--- src/rtl/game_pkg.sv ---
// Shared game definitions: one-hot game states (also consumed by bird physics
// and the renderer), screen height and BCD score helpers.
package game_pkg;

    typedef enum logic [3:0] {
        START_SCREEN = 4'b0001,
        IN_GAME      = 4'b0010,
        PAUSE        = 4'b0100,
        END_SCREEN   = 4'b1000
    } game_state_t;

    localparam int SCREEN_H     = 480;
    localparam int BCD_DIGIT_W  = 4;
    localparam int SCORE_DIGITS = 3;
    localparam int SCORE_W      = BCD_DIGIT_W * SCORE_DIGITS;

    // Three-digit BCD increment with per-digit carry, saturating at 999.
    function automatic logic [SCORE_W-1:0] bcd_inc_sat(input logic [SCORE_W-1:0] value);
        logic [SCORE_W-1:0] result;
        logic               carry;
        result = value;
        carry  = 1'b1;
        if (value == 12'h999) begin
            return value;
        end
        for (int d = 0; d < SCORE_DIGITS; d++) begin
            if (carry) begin
                if (value[d*BCD_DIGIT_W +: BCD_DIGIT_W] == 4'd9) begin
                    result[d*BCD_DIGIT_W +: BCD_DIGIT_W] = 4'd0;
                end else begin
                    result[d*BCD_DIGIT_W +: BCD_DIGIT_W] = value[d*BCD_DIGIT_W +: BCD_DIGIT_W] + 4'd1;
                    carry = 1'b0;
                end
            end
        end
        return result;
    endfunction

endpackage

--- src/rtl/game_controller_if.sv ---
// Link between the game controller and bird physics / pipe generator:
// bird and pipe positions come in, flap requests and the game state go out.
interface game_controller_if;
    import game_pkg::*;

    logic [15:0] birdY;
    logic [15:0] pipe_x;
    logic [15:0] gap_y;
    logic        flap;
    game_state_t game_state;

    // Controller side
    modport master (
        input  birdY,
        input  pipe_x,
        input  gap_y,
        output flap,
        output game_state
    );

    // Physics / pipe side
    modport slave (
        output birdY,
        output pipe_x,
        output gap_y,
        input  flap,
        input  game_state
    );

endinterface

--- src/rtl/game_controller_key_press_detect.sv ---
// Active-low key: 2-FF synchronizer followed by a falling-edge detector that
// yields a single-cycle press pulse however long the key is held.
module key_press_detect (
    input  logic GAME_clk,
    input  logic rst,
    input  logic key,
    output logic press
);

    logic       sync1_reg;
    logic       sync2_reg;
    logic       prev_reg;
    logic [1:0] arm_cnt_reg;

    // Synchronize the key and remember last cycle's synchronized level.
    // The arm counter keeps the detector quiet until the synchronizer has
    // flushed its reset value, so a key held through reset gives no press.
    always_ff @(posedge GAME_clk or negedge rst) begin
        if (!rst) begin
            sync1_reg   <= 1'b1;
            sync2_reg   <= 1'b1;
            prev_reg    <= 1'b1;
            arm_cnt_reg <= 2'd0;
        end else begin
            sync1_reg <= key;
            sync2_reg <= sync1_reg;
            prev_reg  <= sync2_reg;
            if (arm_cnt_reg != 2'd3) begin
                arm_cnt_reg <= arm_cnt_reg + 2'd1;
            end
        end
    end

    assign press = prev_reg & ~sync2_reg & (arm_cnt_reg == 2'd3);

endmodule

--- src/rtl/game_controller.sv ---
// Game sequencer: key press detection, one-hot game FSM, collision check of
// the bird against screen bounds and the current pipe, and the BCD score.
// Optional feature macro: GAME_CONTROLLER_HIGH_SCORE_EN adds the high_score
// port and register.
module game_controller
    import game_pkg::*;
#(
    parameter int BIRD_SIZE_X = 34,
    parameter int BIRD_SIZE_Y = 24,
    parameter int BIRD_X      = 200,
    parameter int PIPE_WIDTH  = 52,
    parameter int GAP_SIZE    = 120,
    parameter int END_HOLD    = 60
) (
    input  logic                GAME_clk,
    input  logic                rst,
    input  logic                flap_key,
    input  logic                pause_key,
    game_controller_if.master   bus,
    output logic [SCORE_W-1:0]  score
`ifdef GAME_CONTROLLER_HIGH_SCORE_EN
    ,
    output logic [SCORE_W-1:0]  high_score
`endif
);

    localparam logic [16:0] BIRD_X_W      = 17'(BIRD_X);
    localparam logic [16:0] BIRD_SIZE_X_W = 17'(BIRD_SIZE_X);
    localparam logic [16:0] BIRD_SIZE_Y_W = 17'(BIRD_SIZE_Y);
    localparam logic [16:0] PIPE_WIDTH_W  = 17'(PIPE_WIDTH);
    localparam logic [16:0] GAP_SIZE_W    = 17'(GAP_SIZE);
    localparam logic [16:0] SCREEN_H_W    = 17'(SCREEN_H);
    localparam logic [15:0] END_HOLD_W    = 16'(END_HOLD);

    // ---------------- key inputs: index 0 = flap, 1 = pause ----------------
    logic [1:0] key_raw;
    logic [1:0] key_press;
    logic       flap_press;
    logic       pause_press;

    assign key_raw = {pause_key, flap_key};

    generate
        for (genvar gi = 0; gi < 2; gi++) begin : g_key
            key_press_detect u_key (
                .GAME_clk (GAME_clk),
                .rst      (rst),
                .key      (key_raw[gi]),
                .press    (key_press[gi])
            );
        end
    endgenerate

    assign flap_press  = key_press[0];
    assign pause_press = key_press[1];

    // ---------------- collision (all sums 17-bit, no wrap) ----------------
    logic [16:0] bird_top;
    logic [16:0] bird_bot;
    logic [16:0] pipe_left;
    logic [16:0] pipe_edge;
    logic [16:0] gap_top;
    logic [16:0] gap_bot;
    logic        out_of_bounds;
    logic        x_overlap;
    logic        outside_gap;
    logic        collision;

    assign bird_top  = {1'b0, bus.birdY};
    assign bird_bot  = bird_top + BIRD_SIZE_Y_W;
    assign pipe_left = {1'b0, bus.pipe_x};
    assign pipe_edge = pipe_left + PIPE_WIDTH_W;
    assign gap_top   = {1'b0, bus.gap_y};
    assign gap_bot   = gap_top + GAP_SIZE_W;

    assign out_of_bounds = bus.birdY[15] | (bird_bot > SCREEN_H_W);
    assign x_overlap     = (BIRD_X_W < pipe_edge) && (pipe_left < (BIRD_X_W + BIRD_SIZE_X_W));
    assign outside_gap   = (bird_top < gap_top) || (bird_bot > gap_bot);
    assign collision     = out_of_bounds || (x_overlap && outside_gap);

    // ---------------- state ----------------
    game_state_t        state_reg, state_next;
    logic               flap_reg, flap_next;
    logic [SCORE_W-1:0] score_reg;
    logic [16:0]        prev_edge_reg;
    logic [15:0]        hold_reg;
    logic               clear_score;
    logic               enter_end;
    logic               score_inc;

    // Next-state and flap pulse; collision outranks pause, pause outranks flap.
    always_comb begin
        state_next  = state_reg;
        flap_next   = 1'b0;
        clear_score = 1'b0;
        enter_end   = 1'b0;
        case (state_reg)
            START_SCREEN: begin
                if (flap_press) begin
                    state_next  = IN_GAME;
                    flap_next   = 1'b1;
                    clear_score = 1'b1;
                end
            end
            IN_GAME: begin
                if (collision) begin
                    state_next = END_SCREEN;
                    enter_end  = 1'b1;
                end else if (pause_press) begin
                    state_next = PAUSE;
                end else if (flap_press) begin
                    flap_next = 1'b1;
                end
            end
            PAUSE: begin
                if (pause_press) begin
                    state_next = IN_GAME;
                end
            end
            END_SCREEN: begin
                if ((hold_reg == 16'd0) && flap_press) begin
                    state_next = START_SCREEN;
                end
            end
            default: begin
                state_next = START_SCREEN;
            end
        endcase
    end

    // A pipe is passed when its right edge crosses from >= BIRD_X to < BIRD_X;
    // a respawn jumps the edge upward and therefore never counts.
    assign score_inc = (state_reg == IN_GAME) && !collision &&
                       (prev_edge_reg >= BIRD_X_W) && (pipe_edge < BIRD_X_W);

    // FSM state register and the registered flap pulse.
    always_ff @(posedge GAME_clk or negedge rst) begin
        if (!rst) begin
            state_reg <= START_SCREEN;
            flap_reg  <= 1'b0;
        end else begin
            state_reg <= state_next;
            flap_reg  <= flap_next;
        end
    end

    // Score, previous pipe edge and the END_SCREEN hold counter.
    always_ff @(posedge GAME_clk or negedge rst) begin
        if (!rst) begin
            score_reg     <= '0;
            prev_edge_reg <= '0;
            hold_reg      <= '0;
        end else begin
            prev_edge_reg <= pipe_edge;
            if (clear_score) begin
                score_reg <= '0;
            end else if (score_inc) begin
                score_reg <= bcd_inc_sat(score_reg);
            end
            if (enter_end) begin
                hold_reg <= END_HOLD_W;
            end else if ((state_reg == END_SCREEN) && (hold_reg != 16'd0)) begin
                hold_reg <= hold_reg - 16'd1;
            end
        end
    end

`ifdef GAME_CONTROLLER_HIGH_SCORE_EN
    logic [SCORE_W-1:0] high_score_reg;

    // Best score is captured when a game ends; BCD orders like binary.
    always_ff @(posedge GAME_clk or negedge rst) begin
        if (!rst) begin
            high_score_reg <= '0;
        end else if (enter_end && (score_reg > high_score_reg)) begin
            high_score_reg <= score_reg;
        end
    end

    assign high_score = high_score_reg;
`endif

    assign bus.flap       = flap_reg;
    assign bus.game_state = state_reg;
    assign score          = score_reg;

endmodule

--- src/flat_wrapper.sv ---
// flat-port wrapper written by rule: the top's interface ports become plain ports
module game_controller_flat import game_pkg::*;
#(
    parameter int BIRD_SIZE_X = 34,
    parameter int BIRD_SIZE_Y = 24,
    parameter int BIRD_X      = 200,
    parameter int PIPE_WIDTH  = 52,
    parameter int GAP_SIZE    = 120,
    parameter int END_HOLD    = 60
)
  (GAME_clk, rst, flap_key, pause_key, score, bus_birdY, bus_pipe_x, bus_gap_y, bus_flap, bus_game_state);
  game_controller_if bus_i ();
  input  logic GAME_clk;
  input  logic rst;
  input  logic flap_key;
  input  logic pause_key;
  output logic [SCORE_W-1:0] score;
  input wire logic [$bits(bus_i.birdY)-1:0] bus_birdY;
  input wire logic [$bits(bus_i.pipe_x)-1:0] bus_pipe_x;
  input wire logic [$bits(bus_i.gap_y)-1:0] bus_gap_y;
  output wire logic [$bits(bus_i.flap)-1:0] bus_flap;
  output wire logic [$bits(bus_i.game_state)-1:0] bus_game_state;
  assign bus_i.birdY = bus_birdY;
  assign bus_i.pipe_x = bus_pipe_x;
  assign bus_i.gap_y = bus_gap_y;
  assign bus_flap = bus_i.flap;
  assign bus_game_state = bus_i.game_state;
  game_controller #(.BIRD_SIZE_X(BIRD_SIZE_X), .BIRD_SIZE_Y(BIRD_SIZE_Y), .BIRD_X(BIRD_X), .PIPE_WIDTH(PIPE_WIDTH), .GAP_SIZE(GAP_SIZE), .END_HOLD(END_HOLD)) u_core (.GAME_clk(GAME_clk), .rst(rst), .flap_key(flap_key), .pause_key(pause_key), .bus(bus_i), .score(score));
endmodule
--- config.mk ---
export PLATFORM = sky130hd
export DESIGN_NAME = game_controller_flat
export DESIGN_NICKNAME = d
export VERILOG_FILES = /design/src/rtl/game_pkg.sv /design/src/rtl/game_controller_if.sv /design/src/rtl/game_controller_key_press_detect.sv /design/src/rtl/game_controller.sv /design/src/flat_wrapper.sv
export SDC_FILE = /design/constraint.sdc
export NUM_CORES = 1
export LEC_CHECK = 0
export CAP_MARGIN = 5
export CORE_UTILIZATION = 25
export CTS_BUF_LIST = sky130_fd_sc_hd__clkbuf_4 sky130_fd_sc_hd__clkbuf_8
export CTS_CLUSTER_DIAMETER = 120
export DETAILED_ROUTE_END_ITERATION = 7
export PLACE_DENSITY = 0.51
export SLEW_MARGIN = 0
export SYNTH_ARGS = -nofsm -noshare
export SYNTH_HDL_FRONTEND = slang
export SYNTH_SLANG_ARGS = --single-unit
--- constraint.sdc ---
create_clock -name GAME_clk -period 4.59 [get_ports GAME_clk]
set_input_delay 0.459 -clock GAME_clk [delete_from_list [all_inputs] [get_ports GAME_clk]]
set_output_delay 0.459 -clock GAME_clk [all_outputs]
set_load 0.05 [all_outputs]
---- Word-level counts from Yosys, hierarchy flattened ----
Cells that the tools add are included.
storage, ports and cells
  register bits ........................... 60
  input port bits ......................... 52
  logic and storage cells ................. 110
operators by class
  $add $sub $neg .......................... 9
  order comparisons ....................... 7
  equal/unequal tests ..................... 17
  multiplexer cells ....................... 35
  bitwise gates (word level) .............. 7
  reductions and logical operators ........ 20
operator list
  cell                                                                     number
  4-bit two-way mux                                                        10
  12-bit two-way mux                                                       3
  16-bit two-way mux                                                       2
  1-bit two-way mux                                                        18
  16-bit by 5-bit adder with 17-bit output, second input constant          1
  16-bit by 6-bit adder with 17-bit output, second input constant          1
  16-bit by 7-bit adder with 17-bit output, second input constant          1
  17-bit by 8-bit >= comparator with 1-bit output, second input constant   1
  17-bit > comparator                                                      1
  17-bit by 9-bit > comparator with 1-bit output, second input constant    1
  17-bit by 8-bit < comparator with 1-bit output, second input constant    1
  8-bit by 17-bit < comparator with 1-bit output, first input constant     1
  4-bit == test, second input constant                                     4
  16-bit logical NOT                                                       1
  16-bit < comparator                                                      1
  16-bit by 8-bit < comparator with 1-bit output, second input constant    1
  4-bit case mux with 4 select lines                                       1
  16-bit nonzero test                                                      1
  16-bit by 1-bit subtractor with 16-bit output, second input constant     1
  4-bit by 1-bit adder with 4-bit output, second input constant            3
  12-bit == test, second input constant                                    1
  1-bit logical AND                                                        7
  2-bit inequality test, second input constant                             3
  3-bit by 2-bit inequality test with 1-bit output, second input constant  2
  other kinds (17)                                                         28

---- Depth between registers and ports, before layout ----
Gate-level depths: netlist of run 1.
  depth after elaboration ................. 22
  gate-level depth with buffers ........... 14
  gate-level depth less buffers ........... 13

---- Cells and area by module ----
From an unflattened synthesis of run 1, not the netlist that was laid out.
unflattened totals
  cell total of the unflattened synthesis .. 511
  area total of the unflattened synthesis .. 4526.8 um^2
modules (own cells, without submodules)
  module            times used  cells an instance  area each (um^2)  sequential area each (um^2)
  game_controller   1           493                4176.5            1177.4
  key_press_detect  2           9                  175.2             128.9

---- Least setup slack after synthesis of run 1 ----
No wires, ideal clock.
  path kind ............................... input to register
  from .................................... input port bus_birdY[3]
  to ...................................... register u_core.hold_reg[10]
  arrival ................................. 2.938 ns
  data required time ...................... 4.456 ns
  setup slack ............................. 1.517 ns
  cell stages on the path ................. 13
  buffers on the path ..................... 1
  cell sequence ........................... inv_1 ha_1 nand3b_1 nor4_1 xor2_1 ha_1 nand4_1 a31oi_1 a21oi_1 a211o_1 a211oi_2 buf_2 nor3_1
on the way
  word-level cells in the longest chain between the ends .. 8
ends and longest elaborated chain
  item                                                      line                    text
  from (decl)                                               flat_wrapper.sv:18      input wire logic [$bits(bus_i.birdY)-1:0] bus_birdY;
  16-bit by 5-bit adder with 17-bit output                  game_controller.sv:70   assign bird_bot = bird_top + BIRD_SIZE_Y_W;
  17-bit > comparator                                       game_controller.sv:78   assign outside_gap = (bird_top < gap_top) || (bird_bot > gap_bot);
  1-bit logical OR                                          game_controller.sv:78
  1-bit logical AND                                         game_controller.sv:79   assign collision = out_of_bounds || (x_overlap && outside_gap);
  1-bit logical OR *                                        game_controller.sv:79
  1-bit two-way mux *                                       game_controller.sv:106  if (collision) begin
  1-bit two-way mux *                                       game_controller.sv:97   case (state_reg)
  16-bit two-way mux or 2-bit nonzero test (tied branches)  -
  to (signal assigned)                                      game_controller.sv:163  hold_reg <= hold_reg - 16'd1;
  to (decl)                                                 game_controller.sv:86   logic [15:0] hold_reg;
Mark *: on every way between the ends. The rest lies on a longest branch, timed or not.
A chain may end at the register's enable or synchronous reset.

---- Worst setup path in the final report of run 1 ----
  from .................................... input port bus_birdY[3]
  to ...................................... register u_core.hold_reg[3]
The elaborated chain is that of the path after synthesis.

==> flow_metrics.env, run 1 <==
export IMPL_area_growth_pct=24.5
export IMPL_cts_root_buf="clkbuf_8"
export IMPL_hold_viol=0
export IMPL_yosys_most_used_dff="dfrtp_1"
export IMPL_critPathCaptureType="register"
export IMPL_die_area_mm2=0.0186
export IMPL_instances_no_fill=796
export IMPL_dpl_hpwl_um=8950
export IMPL_die_w_um=136
export IMPL_clk_latency_ns=0.33
export IMPL_ff2ff_path_depth=7
export IMPL_yosys_warnings=0
export IMPL_holdWs_ns=0.266
export IMPL_setup_viol=0
export IMPL_utilization=0.322
export IMPL_synth_edf_count=0
export IMPL_gp_congestion=0.861
export IMPL_cts_tree="built"
export IMPL_path_class="primary input to register"
export IMPL_clock_power_share=0.298
export IMPL_grt_pass1_vias=3849
export IMPL_wl_per_cell_um=14.3
export IMPL_antenna_found_initial=0
export IMPL_syn_area_mm2=0.00452
export IMPL_fin_ws_ns=0.810
export IMPL_n_fill_cell=1795
export IMPL_drt_total_wl_um=11400
export IMPL_grt_max_degree=58
export IMPL_n_antenna_cell=0
export IMPL_synth_area_leaders="dfrtp_1 28%, ha_1 11%, xnor2_1 7.4%"
export IMPL_slew_headroom=0.513
export IMPL_final_net_count=656
export IMPL_cp_common_cell="ha_1"
export IMPL_ir_worst_vdd_v=0.000164
export IMPL_drive_gt1_frac=0.0841
export IMPL_avgSynthCellArea_um2=9.03
export IMPL_synth_top_area_cell="dfrtp_1"
export IMPL_dr_pass1_iters=4
export IMPL_internal_power_mw=1.14
export IMPL_setup_tns_ns=0
export IMPL_cts_sinks=57
export IMPL_clk_pin_slew_ns=0.07
export IMPL_path_max_fanout=17
export IMPL_ctsHoldBuffers=0
export IMPL_postCtsSetupBuffers=0
export IMPL_p_leak_nw=2.28
export IMPL_ios=69
export IMPL_port_buffers=68
export IMPL_track_usage=0.126
export IMPL_skew_ns=0.00886
export IMPL_cts_buffers=9
export IMPL_cp_required_ns=4.79
export IMPL_power_frac_comb=0.330
export IMPL_largest_reg_flops=16
export IMPL_min_path_type="primary input to asynchronous set/reset pin"
export IMPL_cp_cell_sequence="clkdlybuf4s50_1 -> inv_1 -> ha_1 -> nand3b_1 -> nor4_1 -> xor2_1 -> ha_1 -> nand2_1 -> o21ai_0 -> a2111oi_0 -> a211o_1 -> a211oi_2 -> buf_4 -> or3_1"
export IMPL_post_route_min_period_ns=3.78
export IMPL_crit_slowest_cell="clkdlybuf4s50_1"
export IMPL_switching_share=0.353
export IMPL_num_rows=48
export IMPL_via_per_inst=4.85
export IMPL_cpPeakStageDelay_ns=0.60
export IMPL_die_h_um=136
export IMPL_cts_path_max_buffers=2
export IMPL_grt_pass1_wl_um=18700
export IMPL_synth_top_area_share=0.277
export IMPL_pre_cts_ws_ns=0.466
export IMPL_max_cap_violations=0
export IMPL_core_area_mm2=0.0175
export IMPL_place_area_mm2=0.00541
export IMPL_rsz0062_at_grt="no"
export IMPL_post_cts_resized=0
export IMPL_power_per_cell_area_mw_per_mm2=314
export IMPL_status="complete, no violations"
export IMPL_fmax_ghz=0.265
export IMPL_worst_pin_slew_ns=0.730
export IMPL_p_switching_mw=0.624
export IMPL_startpoint_type="primary input"
export IMPL_ys_seq_elements=57
export IMPL_p_total_mw=1.77
export IMPL_dr_first_iter_drc_count=190
export IMPL_drv_slew=0
export IMPL_critPathArrivalTime_ns=3.98
export IMPL_period_share=0.823
export IMPL_synthDistinctLibCells=71
export IMPL_syn_inst=501
export IMPL_yosysSeqAreaShare=0.317
export IMPL_htree_levels=3
export IMPL_drc_errors=0
export IMPL_seq_power_share=0.372
export IMPL_place_inst=780
export IMPL_syn_nets=591
export IMPL_ant_nets=0
export IMPL_final_area_mm2=0.00563
export IMPL_grt_ovfl_total=0
export IMPL_start_util=0.259
export IMPL_via_count=3859
export IMPL_synthArstFlopShare=1.00
[final cells by class]
class                      instances  area [um2]  area share
clock buffer                      11         145      0.0258
clock inverter                     5        78.8      0.0140
tap                              225         282      0.0500
inverter                          34         128      0.0227
multi-input combinational        394        2870       0.510
sequential                        57        1440       0.255
timing repair buffer              70         691       0.123
[synthesized netlist by cell type (9+ instances only)]
master    count
a21o_1       11
a21oi_1      20
clkbuf_1     10
dfrtp_1      50
ha_1         38
inv_1        31
nand2_1      33
nand3_1      18
nand4_1      14
nor2_1       47
nor3_1       31
nor4_1        9
or3_1        10
xnor2_1      38
xor2_1       13
[power groups by stage]
stage          registers (mW)  clock network [mW]  logic [mW]
6_report                0.658               0.526       0.584
5_1_grt                 0.671               0.564       0.641
4_1_cts                 0.659               0.541       0.588
3_5_place_dp            0.668                   0       0.585
3_3_place_gp            0.662                   0       0.573
2_1_floorplan           0.723                   0       0.319
[worst paths after layout]
kind	slack, ns	startpoint	endpoint
max	0.81	bus_birdY[3]	u_core.hold_reg[3]
min	0.27	rst	u_core.hold_reg[2]
max reg2reg	2.01	u_core.hold_reg[6]	u_core.hold_reg[5]
min reg2reg	0.36	u_core.g_key[1].u_key.sync1_reg	u_core.g_key[1].u_key.sync2_reg
max in group asynchronous	3.83	rst	u_core.score[8]
min in group GAME_clk	0.36	u_core.g_key[1].u_key.sync1_reg	u_core.g_key[1].u_key.sync2_reg
[per-layer routing]
metal  share of wire  global-route usage
met1            0.47               0.164
met4          0.0082              0.0407
met5               0                   0
met3           0.038              0.0211
met2            0.48               0.212
[kinds of logic (layout without fill, tap and decap cells)]
group	count (synthesis)	in the layout	synth area share
multiplexers	11	11	0.0263
flip-flops	57	57	0.317
adder cells (fa/ha/maj)	38	38	0.105
buffers and inverters	50	120	0.0476
XOR/XNOR	51	51	0.0988
AND/OR/NAND/NOR	212	212	0.263
AO/OA/AOI/OAI	82	82	0.141
[cell usage in the layout, fill, tap and decap left out, types with 3 or more instances in the layout]
| cell | count |
|---|---|
| dfrtp_1 | 50 |
| nor2_1 | 47 |
| dfstp_2 | 7 |
| xor2_1 | 13 |
| o211ai_1 | 5 |
| inv_1 | 31 |
| or3_1 | 10 |
| nor3_1 | 31 |
| nand2_1 | 33 |
| clkbuf_8 | 10 |
| o21ai_0 | 8 |
| ha_1 | 38 |
| clkdlybuf4s50_1 | 67 |
| mux2i_1 | 7 |
| a2111oi_0 | 4 |
| nand4_1 | 14 |
| nand3b_1 | 8 |
| nor2b_1 | 8 |
| xnor2_1 | 38 |
| and3_1 | 4 |
| and2_1 | 5 |
| or4_1 | 3 |
| a31oi_1 | 4 |
| a21oi_1 | 20 |
| nor4_1 | 9 |
| nor3b_1 | 3 |
| o21a_1 | 5 |
| a21o_1 | 11 |
| nand3_1 | 18 |
[critical path: cells and delay by family]
family	cells	cell delay, ns
adders and majority gates	2	0.49
xor gates and xnor gates	1	0.20
buffers and inverters	3	0.89
AOI/OAI and AO/OA	4	0.76
and+or+nand+nor	4	1.17
No activity file was read; power rests on OpenSTA's default activity.
==> inputs of run 2 (changes only) <==
Clock period 4.59 ns to 3.8 ns, I/O delays scaled along.
==> flow_metrics.env, run 2 (same netlist as run 1, synthesis figures left out) <==
export IMPL_multi_input_area_mm2=0.00287
export IMPL_final_net_count=677
export IMPL_grt_ovfl_total=0
export IMPL_power_per_cell_area_mw_per_mm2=362
export IMPL_cts_sinks=57
export IMPL_critPathCaptureType="register"
export IMPL_largest_reg_flops=16
export IMPL_die_h_um=136
export IMPL_ios=69
export IMPL_wl_per_cell_um=14.2
export IMPL_instances_no_fill=817
export IMPL_final_common_cell="clkdlybuf4s50_1"
export IMPL_start_util=0.259
export IMPL_drv_slew=0
export IMPL_crit_slowest_cell="clkdlybuf4s50_1"
export IMPL_drc_errors=0
export IMPL_post_route_min_period_ns=3.61
export IMPL_path_class="primary input to register"
export IMPL_regArea_mm2=0.00144
export IMPL_hold_viol=0
export IMPL_postCtsSetupBuffers=0
export IMPL_skew_ns=0.0102
export IMPL_drt_total_wl_um=11600
export IMPL_worst_pin_slew_ns=0.614
export IMPL_fmax_ghz=0.277
export IMPL_port_buffers=68
export IMPL_n_fill_cell=1746
export IMPL_dr_first_iter_drc_count=186
export IMPL_place_area_mm2=0.00556
export IMPL_grt_pass1_wl_um=19400
export IMPL_cts_tree="built"
export IMPL_die_w_um=136
export IMPL_area_growth_pct=27.5
export IMPL_ant_nets=0
export IMPL_path_depth=15
export IMPL_utilization=0.330
export IMPL_max_cap_violations=0
export IMPL_clk_latency_ns=0.34
export IMPL_ctsHoldBuffers=0
export IMPL_core_area_mm2=0.0175
export IMPL_rsz0062_at_grt="no"
export IMPL_drive_gt1_frac=0.117
export IMPL_n_antenna_cell=0
export IMPL_cp_common_cell="ha_1"
export IMPL_layout_common_cells="67 x clkdlybuf4s50_1, 50 x dfrtp_1, 47 x nor2_1"
export IMPL_path_max_fanout=17
export IMPL_num_rows=48
export IMPL_place_inst=801
export IMPL_setup_tns_ns=0
export IMPL_clk_pin_slew_ns=0.07
export IMPL_status="complete, no violations"
export IMPL_cp_required_ns=4.00
export IMPL_p_total_mw=2.08
export IMPL_track_usage=0.132
export IMPL_min_path_type="primary input to asynchronous set/reset pin"
export IMPL_ff2ff_path_depth=7
export IMPL_grt_max_degree=31
export IMPL_cts_path_max_buffers=2
export IMPL_p_leak_nw=2.37
export IMPL_cp_cell_sequence="clkdlybuf4s50_1 -> inv_1 -> ha_1 -> nand3b_1 -> nor2_1 -> and3_1 -> xor2_1 -> ha_1 -> a21oi_1 -> o21ai_0 -> a2111oi_0 -> a211o_1 -> a211oi_2 -> buf_4 -> or3_1"
export IMPL_period_share=0.950
export IMPL_htree_levels=3
export IMPL_post_cts_resized=0
export IMPL_cpPeakStageDelay_ns=0.49
export IMPL_via_per_inst=4.90
export IMPL_antenna_found_initial=0
export IMPL_dr_pass1_iters=5
export IMPL_cts_root_buf="clkbuf_8"
export IMPL_grt_pass1_vias=3985
export IMPL_die_area_mm2=0.0186
export IMPL_cts_buffers=9
export IMPL_gp_congestion=0.931
export IMPL_crit_family="simple AND/OR/NAND/NOR gates"
export IMPL_final_area_mm2=0.00577
export IMPL_slew_headroom=0.590
export IMPL_startpoint_type="primary input"
export IMPL_dpl_hpwl_um=9290
export IMPL_critPathArrivalTime_ns=3.81
export IMPL_ir_worst_vdd_v=0.000175
export IMPL_via_count=4007
export IMPL_path_buf_inv=3
export IMPL_setup_viol=0
run 2: final timing paths:
path	start	to	slack, ns
worst max register to register	u_core.hold_reg[6]	u_core.hold_reg[5]	1.26
min in group GAME_clk	u_core.g_key[1].u_key.sync1_reg	u_core.g_key[1].u_key.sync2_reg	0.36
worst min register to register	u_core.g_key[1].u_key.sync1_reg	u_core.g_key[1].u_key.sync2_reg	0.36
worst max-delay path	bus_birdY[3]	u_core.hold_reg[4]	0.19
max in group asynchronous	rst	u_core.g_key[0].u_key.sync1_reg	2.89
worst min-delay path	rst	u_core.hold_reg[10]	0.06
run 2: cell type report:
cell class | count | share of cell area
well taps | 225 | 0.0488
clock inverters | 5 | 0.00977
multi-input cells | 394 | 0.498
inverters | 34 | 0.0221
flip-flops and latches | 57 | 0.249
repair buffers | 91 | 0.147
clock buffers | 11 | 0.0252
run 2: metal layers:
metal,global-route usage,wire length (um)
met4,0.0475,136
met1,0.166,5350
met5,0,0
met3,0.0185,400
met2,0.229,5700
run 2: worst register-to-register path: stages (launching register included):
cell	delay, ns
dfrtp_1	0.40
or4_1	0.61
nor3_2	0.24
a41oi_2	0.31
nand3_1	0.34
nor2_1	0.09
xor2_1	0.14
or3_1	0.30
run 2: power breakdown:
| part | switching [mW] | internal (mW) |
|---|---|---|
| Combinational | 0.412 | 0.304 |
| Clock | 0.246 | 0.327 |
| Sequential | 0.0995 | 0.696 |
| Total | 0.758 | 1.33 |
run 2: metrics by stage:
step | hold WS, ns | setup WS (ns)
detailed placement | 0.347 | -0.0930
finish | 0.0565 | 0.190
floorplan | 0.0844 | 0.806
CTS | 0.0679 | 0.255
global placement | 0.347 | 0.0258
global route | 0.108 | 0.00282
